File: src/rtl/dm_arbiter.sv
// dm_arbiter: shares one single-port data RAM between the CPU MEM stage and a
// DMA/debug requester; CPU first, with bounded DMA starvation and burst length.
module dm_arbiter #(
    parameter int AW        = 14,
    parameter int MAX_WAIT  = 4,
    parameter int MAX_BURST = 8
) (
    input  logic          clk,
    input  logic          reset,
    input  logic          cpu_req,
    input  logic          cpu_we,
    input  logic [3:0]    cpu_be,
    input  logic [31:0]   cpu_addr,
    input  logic [31:0]   cpu_wdata,
    input  logic          cpu_kill,
    output logic          cpu_stall,
    output logic          cpu_rvalid,
    output logic [31:0]   cpu_rdata,
    input  logic          dma_req,
    input  logic          dma_we,
    input  logic [3:0]    dma_be,
    input  logic [31:0]   dma_addr,
    input  logic [31:0]   dma_wdata,
    input  logic          dma_lock,
    output logic          dma_gnt,
    output logic          dma_rvalid,
    output logic [31:0]   dma_rdata,
    output logic          ram_en,
    output logic [3:0]    ram_we,
    output logic [AW-3:0] ram_addr,
    output logic [31:0]   ram_wdata,
    input  logic [31:0]   ram_rdata
);

    localparam int WAIT_W = (MAX_WAIT > 0) ? $clog2(MAX_WAIT + 1) : 1;
    localparam int BEAT_W = $clog2(MAX_BURST + 1);
    localparam logic [WAIT_W-1:0] WAIT_MAX_C  = WAIT_W'(MAX_WAIT);
    localparam logic [WAIT_W-1:0] WAIT_ONE_C  = WAIT_W'(1);
    localparam logic [WAIT_W-1:0] WAIT_ZERO_C = WAIT_W'(0);
    localparam logic [BEAT_W-1:0] BEAT_MAX_C  = BEAT_W'(MAX_BURST);
    localparam logic [BEAT_W-1:0] BEAT_ONE_C  = BEAT_W'(1);
    localparam logic [BEAT_W-1:0] BEAT_ZERO_C = BEAT_W'(0);

    typedef enum logic [1:0] {
        ST_ARB   = 2'd0,
        ST_BURST = 2'd1,
        ST_YIELD = 2'd2
    } arb_state_t;

    arb_state_t        state_r;
    arb_state_t        state_nxt_s;
    logic [WAIT_W-1:0] wait_cnt_r;
    logic [WAIT_W-1:0] wait_cnt_nxt_s;
    logic [BEAT_W-1:0] beat_cnt_r;
    logic [BEAT_W-1:0] beat_cnt_nxt_s;
    logic [BEAT_W-1:0] beat_inc_s;
    logic              tag_valid_r;
    logic              tag_dma_r;
    logic              tag_valid_nxt_s;
    logic              tag_dma_nxt_s;
    logic              cpu_act_s;
    logic              dma_act_s;
    logic              wait_full_s;
    logic              arb_dma_s;
    logic              cpu_gnt_s;
    logic              dma_gnt_s;
    logic              addr_unused_s;

    // Byte strobes only reach the RAM for writes
    function automatic logic [3:0] wr_strobe(input logic we, input logic [3:0] be);
        return we ? be : 4'b0000;
    endfunction

    assign addr_unused_s = ^{cpu_addr[31:AW], cpu_addr[1:0], dma_addr[31:AW], dma_addr[1:0]};

    // Effective requests and the plain CPU-first decision; nothing is granted under reset
    always_comb begin
        cpu_act_s   = reset & cpu_req & ~cpu_kill;
        dma_act_s   = reset & dma_req;
        wait_full_s = (wait_cnt_r == WAIT_MAX_C);
        arb_dma_s   = dma_act_s & (~cpu_act_s | wait_full_s);
        if (beat_cnt_r >= BEAT_MAX_C) begin
            beat_inc_s = BEAT_MAX_C;
        end else begin
            beat_inc_s = beat_cnt_r + BEAT_ONE_C;
        end
    end

    // Grant selection and next state; a beat that reaches MAX_BURST with the CPU waiting hands over one slot
    always_comb begin
        state_nxt_s    = state_r;
        beat_cnt_nxt_s = beat_cnt_r;
        cpu_gnt_s      = 1'b0;
        dma_gnt_s      = 1'b0;
        case (state_r)
            ST_BURST: begin
                if (dma_act_s && dma_lock) begin
                    dma_gnt_s      = 1'b1;
                    beat_cnt_nxt_s = beat_inc_s;
                    if (cpu_act_s && (beat_inc_s == BEAT_MAX_C)) begin
                        state_nxt_s = ST_YIELD;
                    end else begin
                        state_nxt_s = ST_BURST;
                    end
                end else begin
                    dma_gnt_s      = arb_dma_s;
                    cpu_gnt_s      = cpu_act_s & ~arb_dma_s;
                    state_nxt_s    = ST_ARB;
                    beat_cnt_nxt_s = BEAT_ZERO_C;
                end
            end
            ST_YIELD: begin
                cpu_gnt_s      = cpu_act_s;
                beat_cnt_nxt_s = BEAT_ZERO_C;
                if (dma_lock) begin
                    state_nxt_s = ST_BURST;
                end else begin
                    state_nxt_s = ST_ARB;
                end
            end
            ST_ARB: begin
                dma_gnt_s = arb_dma_s;
                cpu_gnt_s = cpu_act_s & ~arb_dma_s;
                if (arb_dma_s && dma_lock) begin
                    beat_cnt_nxt_s = BEAT_ONE_C;
                    if (cpu_act_s && (BEAT_ONE_C == BEAT_MAX_C)) begin
                        state_nxt_s = ST_YIELD;
                    end else begin
                        state_nxt_s = ST_BURST;
                    end
                end else begin
                    beat_cnt_nxt_s = BEAT_ZERO_C;
                    state_nxt_s    = ST_ARB;
                end
            end
            default: begin
                state_nxt_s    = ST_ARB;
                beat_cnt_nxt_s = BEAT_ZERO_C;
            end
        endcase
    end

    // DMA starvation counter and read-return tag for the next cycle
    always_comb begin
        wait_cnt_nxt_s  = WAIT_ZERO_C;
        tag_valid_nxt_s = (cpu_gnt_s & ~cpu_we) | (dma_gnt_s & ~dma_we);
        tag_dma_nxt_s   = dma_gnt_s;
        if (dma_req && !dma_gnt_s) begin
            if (wait_full_s) begin
                wait_cnt_nxt_s = WAIT_MAX_C;
            end else begin
                wait_cnt_nxt_s = wait_cnt_r + WAIT_ONE_C;
            end
        end else begin
            wait_cnt_nxt_s = WAIT_ZERO_C;
        end
    end

    // RAM port driven by whichever requester won this cycle
    always_comb begin
        ram_en    = cpu_gnt_s | dma_gnt_s;
        ram_we    = 4'b0000;
        ram_addr  = {(AW-2){1'b0}};
        ram_wdata = 32'h0000_0000;
        if (dma_gnt_s) begin
            ram_we    = wr_strobe(dma_we, dma_be);
            ram_addr  = dma_addr[AW-1:2];
            ram_wdata = dma_wdata;
        end else if (cpu_gnt_s) begin
            ram_we    = wr_strobe(cpu_we, cpu_be);
            ram_addr  = cpu_addr[AW-1:2];
            ram_wdata = cpu_wdata;
        end else begin
            ram_we    = 4'b0000;
        end
    end

    // Requester-facing status; a return still in flight when reset arrives is dropped
    always_comb begin
        cpu_stall  = cpu_act_s & ~cpu_gnt_s;
        dma_gnt    = dma_gnt_s;
        cpu_rvalid = reset & tag_valid_r & ~tag_dma_r;
        dma_rvalid = reset & tag_valid_r & tag_dma_r;
        cpu_rdata  = cpu_rvalid ? ram_rdata : 32'h0000_0000;
        dma_rdata  = dma_rvalid ? ram_rdata : 32'h0000_0000;
    end

    // State, starvation/burst counters and the read-return tag
    always_ff @(posedge clk) begin
        if (!reset) begin
            state_r     <= ST_ARB;
            wait_cnt_r  <= WAIT_ZERO_C;
            beat_cnt_r  <= BEAT_ZERO_C;
            tag_valid_r <= 1'b0;
            tag_dma_r   <= 1'b0;
        end else begin
            state_r     <= state_nxt_s;
            wait_cnt_r  <= wait_cnt_nxt_s;
            beat_cnt_r  <= beat_cnt_nxt_s;
            tag_valid_r <= tag_valid_nxt_s;
            tag_dma_r   <= tag_dma_nxt_s;
        end
    end

endmodule

File: config.mk
export PLATFORM = sky130hd
export DESIGN_NAME = dm_arbiter
export DESIGN_NICKNAME = d
export VERILOG_FILES = /design/src/rtl/dm_arbiter.sv
export SDC_FILE = /design/constraint.sdc
export NUM_CORES = 1
export LEC_CHECK = 0
export ABC_AREA = 1
export CORE_AREA = 4 4 111 113
export CTS_CLUSTER_DIAMETER = 80
export DETAILED_ROUTE_END_ITERATION = 8
export DIE_AREA = 0 0 115 117
export GPL_ROUTABILITY_DRIVEN = 0
export PLACE_DENSITY = 0.73
export SYNTH_ARGS = -nofsm -noshare
export SYNTH_HDL_FRONTEND = slang
export SYNTH_SLANG_ARGS = --single-unit
File: constraint.sdc
create_clock -name clk -period 1.98 [get_ports clk]
set_clock_uncertainty 0.2 [all_clocks]
set_input_delay 0.594 -clock clk [delete_from_list [all_inputs] [get_ports clk]]
set_output_delay 0.594 -clock clk [all_outputs]
set_load 0.02 [all_outputs]
==> results.sh, run 1 <==
export IMPL_cts_htree_levels=1
export IMPL_clock_sinks=11
export IMPL_io_buffers=252
export IMPL_wirelength_mm=13.7
export IMPL_cp_data_required_time_ns=1.19
export IMPL_vias=3586
export IMPL_clk_latency_ns=0.24
export IMPL_cts_buffers=3
export IMPL_violations="negative setup slack"
export IMPL_maxCapViolCount=0
export IMPL_critPathMaxStageDelay_ns=0.19
export IMPL_seq_area_frac_synth_pct=12.5
export IMPL_final_common_cell="buf_6"
export IMPL_design_power_total_uw=1920
export IMPL_firstDrtPassIters=4
export IMPL_max_freq_mhz=389
export IMPL_tightest_slew_ns=0.206
export IMPL_grt_pass1_vias=3959
export IMPL_antenna_found_initial=0
export IMPL_ys_seq_elements=11
export IMPL_syn_avg_cell_area_um2=5.07
export IMPL_period_share_pct=130
export IMPL_finalMaxSlewViolations=0
export IMPL_min_period_ns=2.57
export IMPL_drive_above_1_share_pct=69.4
export IMPL_p_leak_uw=0.00341
export IMPL_viasPerCell=4.27
export IMPL_drt_initial_drc_count=80
export IMPL_die_h_um=117
export IMPL_dieArea_um2=13500
export IMPL_syn_area_um2=1760
export IMPL_wl_per_cell_um=16.4
export IMPL_whs_ns=0.266
export IMPL_cp_max_fo=5
export IMPL_hp_class="flop to flop"
export IMPL_end_kind="output pin"
export IMPL_grt_max_degree=14
export IMPL_ir_worst_vdd_v=0.000256
export IMPL_syn_inst=347
export IMPL_grt_setup_unrepaired="yes"
export IMPL_drc=0
export IMPL_path_common_cell="buf_6"
export IMPL_crit_start="dma_lock"
export IMPL_diodes=0
export IMPL_crit_chain="buf_2 -> inv_4 -> nor2_4 -> nand2_2 -> nand2_2 -> nor2_4 -> buf_6 -> buf_16 -> buf_6 -> nand3b_1 -> nand2_4 -> buf_6"
export IMPL_fp_coreArea_um2=11300
export IMPL_setup_ws_ns=-0.592
export IMPL_ys_types=22
export IMPL_status="finished with violations"
export IMPL_io_pins=293
export IMPL_finalSetupViolations=117
export IMPL_crit_type="primary input to output pin"
export IMPL_start_util_pct=15.5
export IMPL_r2r_start="wait_cnt_r[0]"
export IMPL_dp_hpwl_mm=9.37
export IMPL_arrival_ns=1.78
export IMPL_worstSetupStartpointType="primary input"
export IMPL_synth_nets=527
export IMPL_clockRootBuffer="clkbuf_16"
export IMPL_clk_pin_slew_ns=0.04
export IMPL_fin_area_um2=7850
export IMPL_clock_path_buffers=2
export IMPL_crit_family="buffers and inverters"
export IMPL_rows=39
export IMPL_cts_tree="done"
export IMPL_final_cell_mix="buf_6, clkdlybuf4s50_1, nand2_4, nor2_4, nand3_4"
export IMPL_critPathBufInv=6
export IMPL_place_area_um2=6270
export IMPL_finalSetupTns_ns=-50.77
export IMPL_yosys_warnings=0
export IMPL_die_w_um=115
export IMPL_slew_headroom_pct=86.2
export IMPL_cpMaxStageDelayCell="nor2_4"
export IMPL_grt_pass1_wl_mm=19.6
export IMPL_ant_nets=0
export IMPL_layout_nets=878
export IMPL_final_util_pct=69.3
export IMPL_area_growth_synth_to_final_pct=346
export IMPL_powerDensity_nw_per_um2=245
export IMPL_grt_overflow_total=0
export IMPL_min_from="beat_cnt_r[3]"
export IMPL_global_route_usage_total_pct=18.0
export IMPL_hold_violations=0
==> per-layer routing <==
layer | vias to the layer above | wire length [µm] | track usage (%)
li1 | 1758 | - | -
met1 | 1669 | 4650 | 19.4
met2 | 145 | 8050 | 36.5
met3 | 14 | 888 | 2.78
met4 | 0 | 161 | 3.99
met5 | - | 0 | 0
==> synthesized netlist by cell type, drive strengths merged <==
cell | count | share of area [%]
xnor2 | 1 | 0.50
a21oi | 4 | 1.1
or2 | 1 | 0.36
buf | 21 | 8.8
nor2 | 73 | 16
nand3 | 57 | 18
inv | 53 | 11
nand4 | 1 | 0.36
nor3 | 3 | 1.4
dfxtp | 11 | 13
ha | 4 | 2.8
o21ai | 1 | 0.28
nand2 | 112 | 24
nand3b | 5 | 2.1
==> where the power goes <==
group / total (µW) / switching, µW / internal (µW)
clock: 374 / 103 / 271
sequential: 232 / 3.48 / 229
combinational: 1320 / 594 / 725
total: 1920 / 701 / 1220
==> registers in the layout, indices dropped and copies added, names as in the netlist <==
| signal | count |
|---|---|
| wait_cnt_r | 3 |
| beat_cnt_r | 4 |
| tag_dma_r | 1 |
| tag_valid_r | 1 |
| state_r | 2 |
==> layout make-up <==
class | instances | area, µm²
timing repair buffer | 367 | 4300
fill | 817 | 3470
clock buffer | 4 | 78.8
inverter | 53 | 224
multi-input combinational | 262 | 2840
tap | 143 | 179
sequential | 11 | 223
==> per-stage QoR <==
step / setup WS (ns) / instances
5_1_grt: -0.661 / 840
4_1_cts: -0.666 / 827
3_3_place_gp: -1.51 / 762
3_5_place_dp: -1.55 / 762
2_1_floorplan: -0.255 / 347
6_report: -0.592 / 840
==> worst paths after layout <==
check,end,slack [ns],depth (start not counted)
max,ram_we[3],-0.59,12
min reg2reg,beat_cnt_r[1],0.27,1
max reg2reg,beat_cnt_r[0],0.30,9
min,beat_cnt_r[1],0.27,1
==> what timing repair did <==
item | CTS | global route
gates resized for setup | 834 | 81
setup endpoints to repair | 120 | 117
pin swaps | 40 | 29
hold buffers | 0 | 0
setup buffers | 55 | 21
gates cloned | 7 | 4
==> cell families after synthesis <==
logic type | Yosys count | share of synthesized area (%)
adders and majority gates | 4 | 2.85
AOI/OAI and AO/OA | 5 | 1.42
DFF | 11 | 12.5
xor gates and xnor gates | 1 | 0.498
and+or+nand+nor | 252 | 62.6
buffers and inverters | 74 | 20.1
Note: power is estimated with default switching activity, not from simulation.
==> inputs of run 2 (changes only) <==
--- a/config.mk
+++ b/config.mk
@@ -7,7 +7,7 @@
 export LEC_CHECK = 0
 export ABC_AREA = 1
 export CORE_AREA = 4 4 111 113
-export CTS_CLUSTER_DIAMETER = 80
+export CTS_CLUSTER_DIAMETER = 50
 export DETAILED_ROUTE_END_ITERATION = 8
 export DIE_AREA = 0 0 115 117
 export GPL_ROUTABILITY_DRIVEN = 0
==> results of run 2 <==
No change in the layout: final DEF, timing and power equal those of run 1.
==> inputs of run 3 (changes only) <==
==> constraint.sdc (replaced) <==
create_clock -name clk -period 2.3 [get_ports clk]
set_clock_uncertainty 0.2 [all_clocks]
set_input_delay 0.69 -clock clk [delete_from_list [all_inputs] [get_ports clk]]
set_output_delay 0.69 -clock clk [all_outputs]
set_load 0.02 [all_outputs]
==> results.sh, run 3 (same netlist as run 1, synthesis figures left out) <==
export IMPL_status="finished with violations"
export IMPL_violations="negative setup slack"
export IMPL_start_util_pct=15.5
export IMPL_cp_data_required_time_ns=1.41
export IMPL_setup_ws_ns=-0.499
export IMPL_fp_coreArea_um2=11300
export IMPL_area_growth_synth_to_final_pct=305
export IMPL_crit_start="reset"
export IMPL_final_common_cell="clkdlybuf4s50_1"
export IMPL_antenna_found_initial=1
export IMPL_clk_latency_ns=0.24
export IMPL_drc=0
export IMPL_die_h_um=117
export IMPL_grt_overflow_total=0
export IMPL_grt_setup_unrepaired="yes"
export IMPL_placed_cells=757
export IMPL_r2r_start="wait_cnt_r[0]"
export IMPL_rows=39
export IMPL_drive_above_1_share_pct=64.0
export IMPL_max_freq_mhz=357
export IMPL_grt_pass1_vias=3726
export IMPL_instances_no_fill=813
export IMPL_p_leak_uw=0.00321
export IMPL_whs_ns=0.248
export IMPL_clock_path_buffers=2
export IMPL_slew_headroom_pct=84.2
export IMPL_fin_area_um2=7120
export IMPL_worstSetupStartpointType="primary input"
export IMPL_hp_class="flop to flop"
export IMPL_clock_sinks=11
export IMPL_cts_htree_levels=1
export IMPL_reg_top3="beat_cnt_r (4), wait_cnt_r (3), state_r (2)"
export IMPL_fill_cells=871
export IMPL_global_route_usage_total_pct=17.9
export IMPL_viasPerCell=4.34
export IMPL_dieArea_um2=13500
export IMPL_p_int_uw=1010
export IMPL_end_kind="output pin"
export IMPL_cts_buffers=3
export IMPL_wl_per_cell_um=16.0
export IMPL_wirelength_mm=13.0
export IMPL_p_sw_uw=572
export IMPL_clkPwrFrac_pct=20.4
export IMPL_finalSetupViolations=117
export IMPL_regMostFlops="beat_cnt_r"
export IMPL_powerDensity_nw_per_um2=223
export IMPL_cp_max_fo=7
export IMPL_drt_initial_drc_count=124
export IMPL_layout_nets=851
export IMPL_cts_tree="done"
export IMPL_io_pins=293
export IMPL_ant_nets=0
export IMPL_arrival_ns=1.91
export IMPL_grt_max_degree=15
export IMPL_vias=3529
export IMPL_min_period_ns=2.80
export IMPL_largest_reg_flops=4
export IMPL_finalMaxSlewViolations=0
export IMPL_power_frac_comb_pct=67.0
export IMPL_firstDrtPassIters=4
export IMPL_hold_violations=0
export IMPL_clk_pin_slew_ns=0.04
export IMPL_final_cell_mix="clkdlybuf4s50_1, buf_6, nor2_4, buf_4"
export IMPL_grt_pass1_wl_mm=19.0
export IMPL_ir_worst_vdd_v=0.000200
export IMPL_dp_hpwl_mm=9.06
export IMPL_tightest_slew_ns=0.235
export IMPL_die_w_um=115
export IMPL_min_from="beat_cnt_r[3]"
export IMPL_place_area_um2=5630
export IMPL_maxCapViolCount=0
export IMPL_netSwitchingFraction_pct=36.1
export IMPL_r2r_slack_ns=0.55
export IMPL_clockRootBuffer="clkbuf_16"
export IMPL_period_share_pct=122
export IMPL_diodes=0
export IMPL_io_buffers=252
export IMPL_crit_type="primary input to output pin"
export IMPL_seqPwrFrac_pct=12.6
## run 3: changes by cell type in the layout (fill, tap and decap cells not counted), sizes merged
| cell | before | now |
|---|---|---|
| clkinvlp | 0 | 1 |
| dlygate4sd2 | 7 | 0 |
| inv | 53 | 52 |
| buf | 233 | 206 |
| clkdlybuf4s50 | 123 | 130 |
| clkinv | 0 | 1 |
| clkbuf | 8 | 7 |
## run 3: cell type report
type | instances | area (µm²) | share of cell area [%]
Timing Repair Buffer | 340 | 3880 | 54.4
Sequential cell | 11 | 223 | 3.13
Clock buffer | 3 | 75.1 | 1.05
Tap cell | 143 | 179 | 2.51
Multi-Input combinational cell | 262 | 2560 | 35.9
Inverter | 53 | 208 | 2.92
Clock inverter | 1 | 5.00 | 0.0703
## run 3: power groups by stage
| stage | registers, µW | clock network (µW) | logic [µW] |
|---|---|---|---|
| 2_1_floorplan | 203 | 0 | 348 |
| 3_3_place_gp | 202 | 0 | 776 |
| 3_5_place_dp | 202 | 0 | 788 |
| 4_1_cts | 199 | 323 | 1030 |
| 5_1_grt | 200 | 339 | 1120 |
| 6_report | 199 | 324 | 1060 |
## run 3: routing by layer
metal,global-route usage (%),share of wire (%),vias to the layer above
met4,5.87,2.8,2
met2,32.6,52,186
li1,-,-,1703
met1,20.0,35,1611
met5,0,0.15,-
met3,5.45,9.9,27
## run 3: per-stage QoR
stage	setup WS (ns)	total power, µW	util (%)	TNS (ns)
floorplan	-0.127	551	-	-10.42
detailed placement	-1.36	991	49.7	-139.01
CTS	-0.502	1550	59.4	-36.65
global placement	-1.32	978	49.7	-137.78
finish	-0.499	1590	62.9	-45.69
global route	-0.570	1660	62.9	-52.57
## run 3: path summary, 6_finish.rpt
path	endpoint	depth (start not counted)
min reg2reg	beat_cnt_r[1]	1
min	beat_cnt_r[1]	1
max reg2reg	wait_cnt_r[1]	10
max	ram_addr[8]	13
## run 3: worst max-delay path, stage by stage
cell     delay (ns)
buf_6          0.09
buf_6          0.12
nand2_8        0.05
nor2_4         0.04
nand2_2        0.05
nand2_2        0.06
nor2_4         0.15
buf_12         0.16
buf_6          0.12
buf_16         0.11
nand3_1        0.08
nand2_2        0.08
buf_6          0.11
## run 3: timing repair
item,in CTS,in global routing
gates cloned,14,4
hold buffers,0,0
setup endpoints to repair,117,116
endpoints found under the hold margin,0,0
pin swaps,33,26
resized for setup,761,87
setup buffers,33,10
